--- src/rtl/sysfeed.sv ---
// Operand feeder for a 4x4 systolic multiply: holds matrices A and B and
// emits them as skewed left/top edge streams, one 12-cycle pass per start.
module sysfeed (
    input  logic         clk,
    input  logic         rst,
    input  logic         in_valid,
    output logic         in_ready,
    input  logic         in_sel,
    input  logic [1:0]   in_row,
    input  logic [127:0] in_data,
    input  logic         start,
    output logic         busy,
    output logic         done,
    output logic         arr_rst,
    output logic [31:0]  l1,
    output logic [31:0]  l2,
    output logic [31:0]  l3,
    output logic [31:0]  l4,
    output logic [31:0]  u1,
    output logic [31:0]  u2,
    output logic [31:0]  u3,
    output logic [31:0]  u4
);

    typedef enum logic [1:0] {IDLE, CLEAR, STREAM, DRAIN} state_t;

    state_t      state_reg, state_next;
    logic [3:0]  phase_reg, phase_next;
    logic        done_reg;
    logic        wr_en;

    logic [31:0] a_mem [4][4];
    logic [31:0] b_mem [4][4];
    logic [31:0] l_out [4];
    logic [31:0] u_out [4];

    assign in_ready = (state_reg == IDLE);
    assign busy     = (state_reg != IDLE);
    assign arr_rst  = (state_reg == CLEAR);
    assign done     = done_reg;
    assign wr_en    = in_valid && in_ready;

    always_ff @(posedge clk or posedge rst) begin
        if (rst) begin
            state_reg <= IDLE;
            phase_reg <= '0;
            done_reg  <= 1'b0;
        end else begin
            state_reg <= state_next;
            phase_reg <= phase_next;
            done_reg  <= (state_reg == DRAIN) && (phase_reg == 4'd3);
        end
    end

    always_comb begin
        state_next = state_reg;
        phase_next = phase_reg;
        case (state_reg)
            IDLE: begin
                if (start) begin
                    state_next = CLEAR;
                    phase_next = '0;
                end
            end
            CLEAR: begin
                state_next = STREAM;
                phase_next = '0;
            end
            STREAM: begin
                if (phase_reg == 4'd6) begin
                    state_next = DRAIN;
                    phase_next = '0;
                end else begin
                    phase_next = phase_reg + 4'd1;
                end
            end
            DRAIN: begin
                if (phase_reg == 4'd3) begin
                    state_next = IDLE;
                    phase_next = '0;
                end else begin
                    phase_next = phase_reg + 4'd1;
                end
            end
            default: begin
                state_next = IDLE;
                phase_next = '0;
            end
        endcase
    end

    // A write landing on the start edge is visible to the first STREAM read,
    // since streams are only fetched after the CLEAR cycle.
    always_ff @(posedge clk or posedge rst) begin
        if (rst) begin
            for (int i = 0; i < 4; i++) begin
                for (int k = 0; k < 4; k++) begin
                    a_mem[i][k] <= '0;
                    b_mem[i][k] <= '0;
                end
            end
        end else if (wr_en) begin
            for (int k = 0; k < 4; k++) begin
                if (in_sel)
                    b_mem[in_row][k] <= in_data[32*k +: 32];
                else
                    a_mem[in_row][k] <= in_data[32*k +: 32];
            end
        end
    end

    genvar gi;
    generate
        for (gi = 0; gi < 4; gi++) begin : g_lane
            logic [3:0]  offs;
            logic        in_win;
            logic [31:0] l_next, u_next;
            logic [31:0] l_lane_reg, u_lane_reg;

            // Lane gi is skewed by gi cycles; offs is the k index it reads.
            assign offs   = phase_next - 4'(gi);
            assign in_win = (state_next == STREAM) &&
                            (phase_next >= 4'(gi)) && (phase_next <= 4'(gi + 3));
            assign l_next = in_win ? a_mem[gi][offs[1:0]] : '0;
            assign u_next = in_win ? b_mem[offs[1:0]][gi] : '0;

            always_ff @(posedge clk or posedge rst) begin
                if (rst) begin
                    l_lane_reg <= '0;
                    u_lane_reg <= '0;
                end else begin
                    l_lane_reg <= l_next;
                    u_lane_reg <= u_next;
                end
            end

            assign l_out[gi] = l_lane_reg;
            assign u_out[gi] = u_lane_reg;
        end
    endgenerate

    assign l1 = l_out[0];
    assign l2 = l_out[1];
    assign l3 = l_out[2];
    assign l4 = l_out[3];
    assign u1 = u_out[0];
    assign u2 = u_out[1];
    assign u3 = u_out[2];
    assign u4 = u_out[3];

endmodule
--- config.mk ---
export PLATFORM = sky130hd
export DESIGN_NAME = sysfeed
export DESIGN_NICKNAME = d
export VERILOG_FILES = /design/src/rtl/sysfeed.sv
export SDC_FILE = /design/constraint.sdc
export NUM_CORES = 2
export LEC_CHECK = 0
export ABC_AREA = 1
export CELL_PAD_IN_SITES_DETAIL_PLACEMENT = 1
export CELL_PAD_IN_SITES_GLOBAL_PLACEMENT = 1
export CORE_UTILIZATION = 29
export DETAILED_ROUTE_END_ITERATION = 8
export GPL_ROUTABILITY_DRIVEN = 0
export PLACE_DENSITY = 0.57
export SYNTH_ARGS = -nofsm -noshare
export SYNTH_HDL_FRONTEND = slang
export SYNTH_SLANG_ARGS = --single-unit
--- constraint.sdc ---
create_clock -name clk -period 117.9 [get_ports clk]
set_input_delay 17.685 -clock clk [delete_from_list [all_inputs] [get_ports clk]]
set_output_delay 17.685 -clock clk [all_outputs]
set_load 0.005 [all_outputs]
==> impl_summary.md <==
Drt
For this block, the via count after detailed routing is 50,900. In this run, the number of DRC markers left after iteration 0 of detailed routing was 4,286. The post-route DRC violation count is 0.

For this block, the routed nets add up to 271 mm of wire. The post-detailed-route count of antenna-violating nets is 0. Dividing the detail-routed via count by the number of cells gives 5.13. The routed wire length per instance is 27.3 µm. The detailed-routing iteration count for the pre-antenna-repair pass is 5.

Clocking
The worst-case clock buffer depth is 3. The number of resized instances in the post-cts repair step is 0. The post-CTS setup-driven buffer insertion count is 0.

After clock tree synthesis, the clock-pin slew on the worst setup and hold paths is 60 ps. The root buffer cell is sky130_fd_sc_hd__clkbuf_16. Clock latency on the worst-skew pair, taken at its later pin, is ~820 ps.

The number of clock buffers inserted by TritonCTS is roughly 160. The H-tree was split into 4 levels. The number of clock sinks is 1,287. The clock tree from TritonCTS is yes. The number of hold buffers added after CTS was 0.

Logic synthesis
The fraction of synthesized cell area in xor and xnor cells is 0.000151. The commonest cells after synthesis are sky130_fd_sc_hd__nand2_1, sky130_fd_sc_hd__dfrtp_1, sky130_fd_sc_hd__inv_1, sky130_fd_sc_hd__o21ai_0, sky130_fd_sc_hd__nand3_1. Of the post-synthesis cell area, the part taken by muxes is 0. The register area share after synthesis is 0.554.

In the synthesized netlist the async set-or-reset flop fraction comes to 1.00. Among all cell types in the netlist, the one instantiated most often is sky130_fd_sc_hd__nand2_1. Synthesis handed over a netlist of 7,129 instances. The share of synthesized area in the top cell type comes to 0.554.

After synthesis, the largest family of logic cells by area is simple AND/OR/NAND/NOR gates. The post-synth net total is slightly above 7,000. Yosys mapped the design onto 25 distinct sky130hd cell types.

The number of warnings printed during yosys synthesis is 0. In the post-synthesis netlist, the biggest area contributors are sky130_fd_sc_hd__dfrtp_1, sky130_fd_sc_hd__nand2_1, sky130_fd_sc_hd__inv_1, sky130_fd_sc_hd__o21ai_0, sky130_fd_sc_hd__nand4_1. The number of synthesized flops with an enable pin is 0.

The netlist area before placement is a little under 60,000 µm². The post-synthesis simple-gate area fraction is 0.218. The post-synthesis compound-gate area fraction was 0.0996. Of the total synthesized cell area, the portion taken by full adders, half adders and majority gates is 0.00129. The library cell occupying the most area in the post-synthesis netlist is sky130_fd_sc_hd__dfrtp_1. The primary flip-flop cell chosen by synthesis mapping is sky130_fd_sc_hd__dfrtp_1. Each instance of the synthesized netlist takes up on average 8.15 µm². The flip-flop and latch count after synthesis is 1,287.

Setup path
STA classifies the critical path startpoint as a primary input. In this run the worst path has a maximum fanout of 54. The arrival time at the worst endpoint is 23,170 ps. The largest single stage delay on the critical path is 760 ps. STA puts the critical path data required time at between 100,000 and 150,000 ps. The slowest library cell on the worst path is sky130_fd_sc_hd__buf_4. By startpoint and endpoint, the worst setup path is classified as in2reg.

The signal on the critical path passes through clkdlybuf4s50_1, inv_1, nand3_4, nand3_4, buf_4, ha_4, inv_4, buf_4, buf_4, nand3_1, nand2_1, inv_1, nor2_1. The minimum setup slack among reg-to-reg paths is ~110,000 ps. The endpoint of the most critical setup path is l4[19]. The most used cell along the critical path is sky130_fd_sc_hd__buf_4. Measured in cells, the most critical reg-to-reg path has a length of 14. In this design, the largest share of critical-path delay is due to buffers and inverters. The critical path runs through a total of 13 cells. The count of buffer and inverter cells on the critical path is 7. The endpoint identified for the worst register-to-register timing path is l4[19].

The reg-to-reg startpoint is phase_reg[0]. The startpoint of the worst setup timing path is start. STA classifies the critical path endpoint as a register.

Layout
In the final layout, the share of cells above drive strength 1 is 0.0504. The layout has 23,300 filler cells. The finished layout cell area is 68,800 µm².

In the final layout, the registers with the most flip-flops are a_mem: 512 flops, b_mem: 512 flops. At the end of the flow, the number of nets in the layout was 7,297. The area added between synthesis and finish is 18.3%. Summing all flip-flop and latch instances after layout gives approximately 32,000 µm². Summing all multi-input logic gate instances after layout gives 18,700 µm².

STA
Measured against its own limit, the worst slew margin works out to 0.125. The final clock period utilization by the worst path is 0.190. Setup repair after global routing left no endpoint under its margin.

The tightest hold path in the finished design has a slack of 522 ps. The summed negative setup slack over all endpoints is 0 ps. The clock period could shrink to between 20,000 and 25,000 ps. The final-report hold violation count was 0.

The worst clock skew is 35.5 ps. The transition time at the pin with the least slew margin is between 1000 and 1500 ps. Based on the critical path, the design can be clocked at up to around 45 MHz. Setup violations remaining at the end of the flow were counted as 0. The number of pins with negative max-slew slack in the final report is 0.

Global routing
The via count of the first global-routing pass is 52,400. The maximum number of pins on one net before global-route repair is approximately 200. For this run, global-route usage on met2 was measured as 0.422. The met1 track utilization from global routing is 0.367. The layer flagged by global routing as most heavily used is met2.

The total overflow reported by the global router is 0. The global routing usage summed across all routing layers is 0.267. The first-pass GRT wire length is 394 mm. For met3 alone, demand over resource in global routing was 0.0446. The number of antenna violations at the first check in global routing is 31.

Power and ir drop
Across the VDD grid, the largest voltage drop is 0.0252 mV. The total power per unit cell area is 35.0 nW/µm². The share of total power dissipated in combinational logic is 0.495. The analysis attributes to net switching a power of 1120 µW. The net switching fraction of the power is 0.466. The share of total power dissipated in sequential elements is 0.302. The static leakage is 0.0332 µW. The clock share of power is 0.204.

The internal portion of the total power is 1280 µW.

Floorplanning
The die is about 450 µm wide. The die outline height is about 450 µm. After floorplanning, the core was sized to cover a little under 200,000 µm². During I/O placement, the number of pins put on the boundary was 395. The total number of placement rows is between 150 and 200. The area of the die is 202,000 µm². The initial core utilization is 0.293.

Min path
In this run the worst hold path is classified as reg2reg.

Place
Input and output buffers added on the ports amount to 394. The placed instances occupy a cell area of 63,600 µm². Detailed placement ended at an HPWL of 172 mm.

Job
Across the run, the number of max-cap violations was 0.

Status
The flow ran to the end, and the final reports show no timing, DRC or antenna violations.
[logic make-up (layout without fill, tap and decap cells)]
| family | Yosys count | count (layout) |
|---|---|---|
| simple gates | 2881 | 2881 |
| other cells | 0 | 5 |
| xor+xnor | 1 | 1 |
| compound gates | 1092 | 1092 |
| fa+ha+maj | 6 | 6 |
| flops | 1287 | 1287 |
| buf+inv | 1862 | 2015 |
[area by class of cell]
type                            instances  share of cell area
Clock buffer                          251              0.0692
Antenna cell                            5            0.000182
Timing Repair Buffer                  489              0.0688
Tap cell                             2640              0.0480
Multi-Input combinational cell       3980               0.272
Clock inverter                         33             0.00571
Sequential cell                      1287               0.468
Inverter                             1242              0.0681
[how the worst min path moves through the flow]
stage          slack, ps    endpoint  startpoint  cells past startpoint
2_1_floorplan        490  a_mem[128]  a_mem[128]                      2
3_3_place_gp         500  b_mem[274]  b_mem[274]                      2
3_5_place_dp         510  a_mem[396]  a_mem[396]                      2
4_1_cts              530  a_mem[396]  a_mem[396]                      2
5_1_grt              530  a_mem[396]  a_mem[396]                      2
6_report             520  b_mem[276]  b_mem[276]                      2
[layer usage]
metal,share of wire,vias to the layer above
met1,0.44,26500
met3,0.057,353
met4,0.037,22
li1,-,22600
met2,0.46,1449
met5,0.00057,-
[power groups by stage]
stage          combinational [µW]  sequential (µW)  clock [µW]
2_1_floorplan                 728              703           0
3_3_place_gp                 1180              733           0
3_5_place_dp                 1190              736           0
4_1_cts                      1200              730         500
5_1_grt                      1320              743         516
6_report                     1190              726         490
[cells in the final DEF (no fill, tap or decap), drive strengths merged]
| master | n |
|---|---|
| o21ai | 768 |
| xor2 | 1 |
| inv | 1247 |
| ha | 6 |
| dfrtp | 1287 |
| clkbuf | 251 |
| nand2 | 1686 |
| nor2 | 218 |
| nand4 | 449 |
| clkinv | 23 |
| o22ai | 256 |
| bufinv | 4 |
| buf | 95 |
| diode | 5 |
| o211ai | 1 |
| a21oi | 67 |
| or2 | 1 |
| clkinvlp | 1 |
| clkdlybuf4s50 | 394 |
| nand3 | 527 |
[worst register-to-register path, delay by kind of cell (launching register included)]
kind / cells / cell delay [ps]
fa+ha+maj: 2 / 790
buf+inv: 6 / 2950
flops: 1 / 440
simple gates: 6 / 2070
[metrics by stage]
| step | utilization | std cells | setup slack [ps] | total power (µW) |
|---|---|---|---|---|
| 2_1_floorplan | - | 7129 | 63940 | 1430 |
| 3_3_place_gp | 0.321 | 9638 | 94750 | 1910 |
| 3_5_place_dp | 0.321 | 9638 | 94620 | 1930 |
| 4_1_cts | 0.347 | 9922 | 95490 | 2430 |
| 5_1_grt | 0.347 | 9923 | 95180 | 2580 |
| 6_report | 0.347 | 9927 | 95460 | 2410 |
Note: power is estimated with default switching activity, not from simulation.
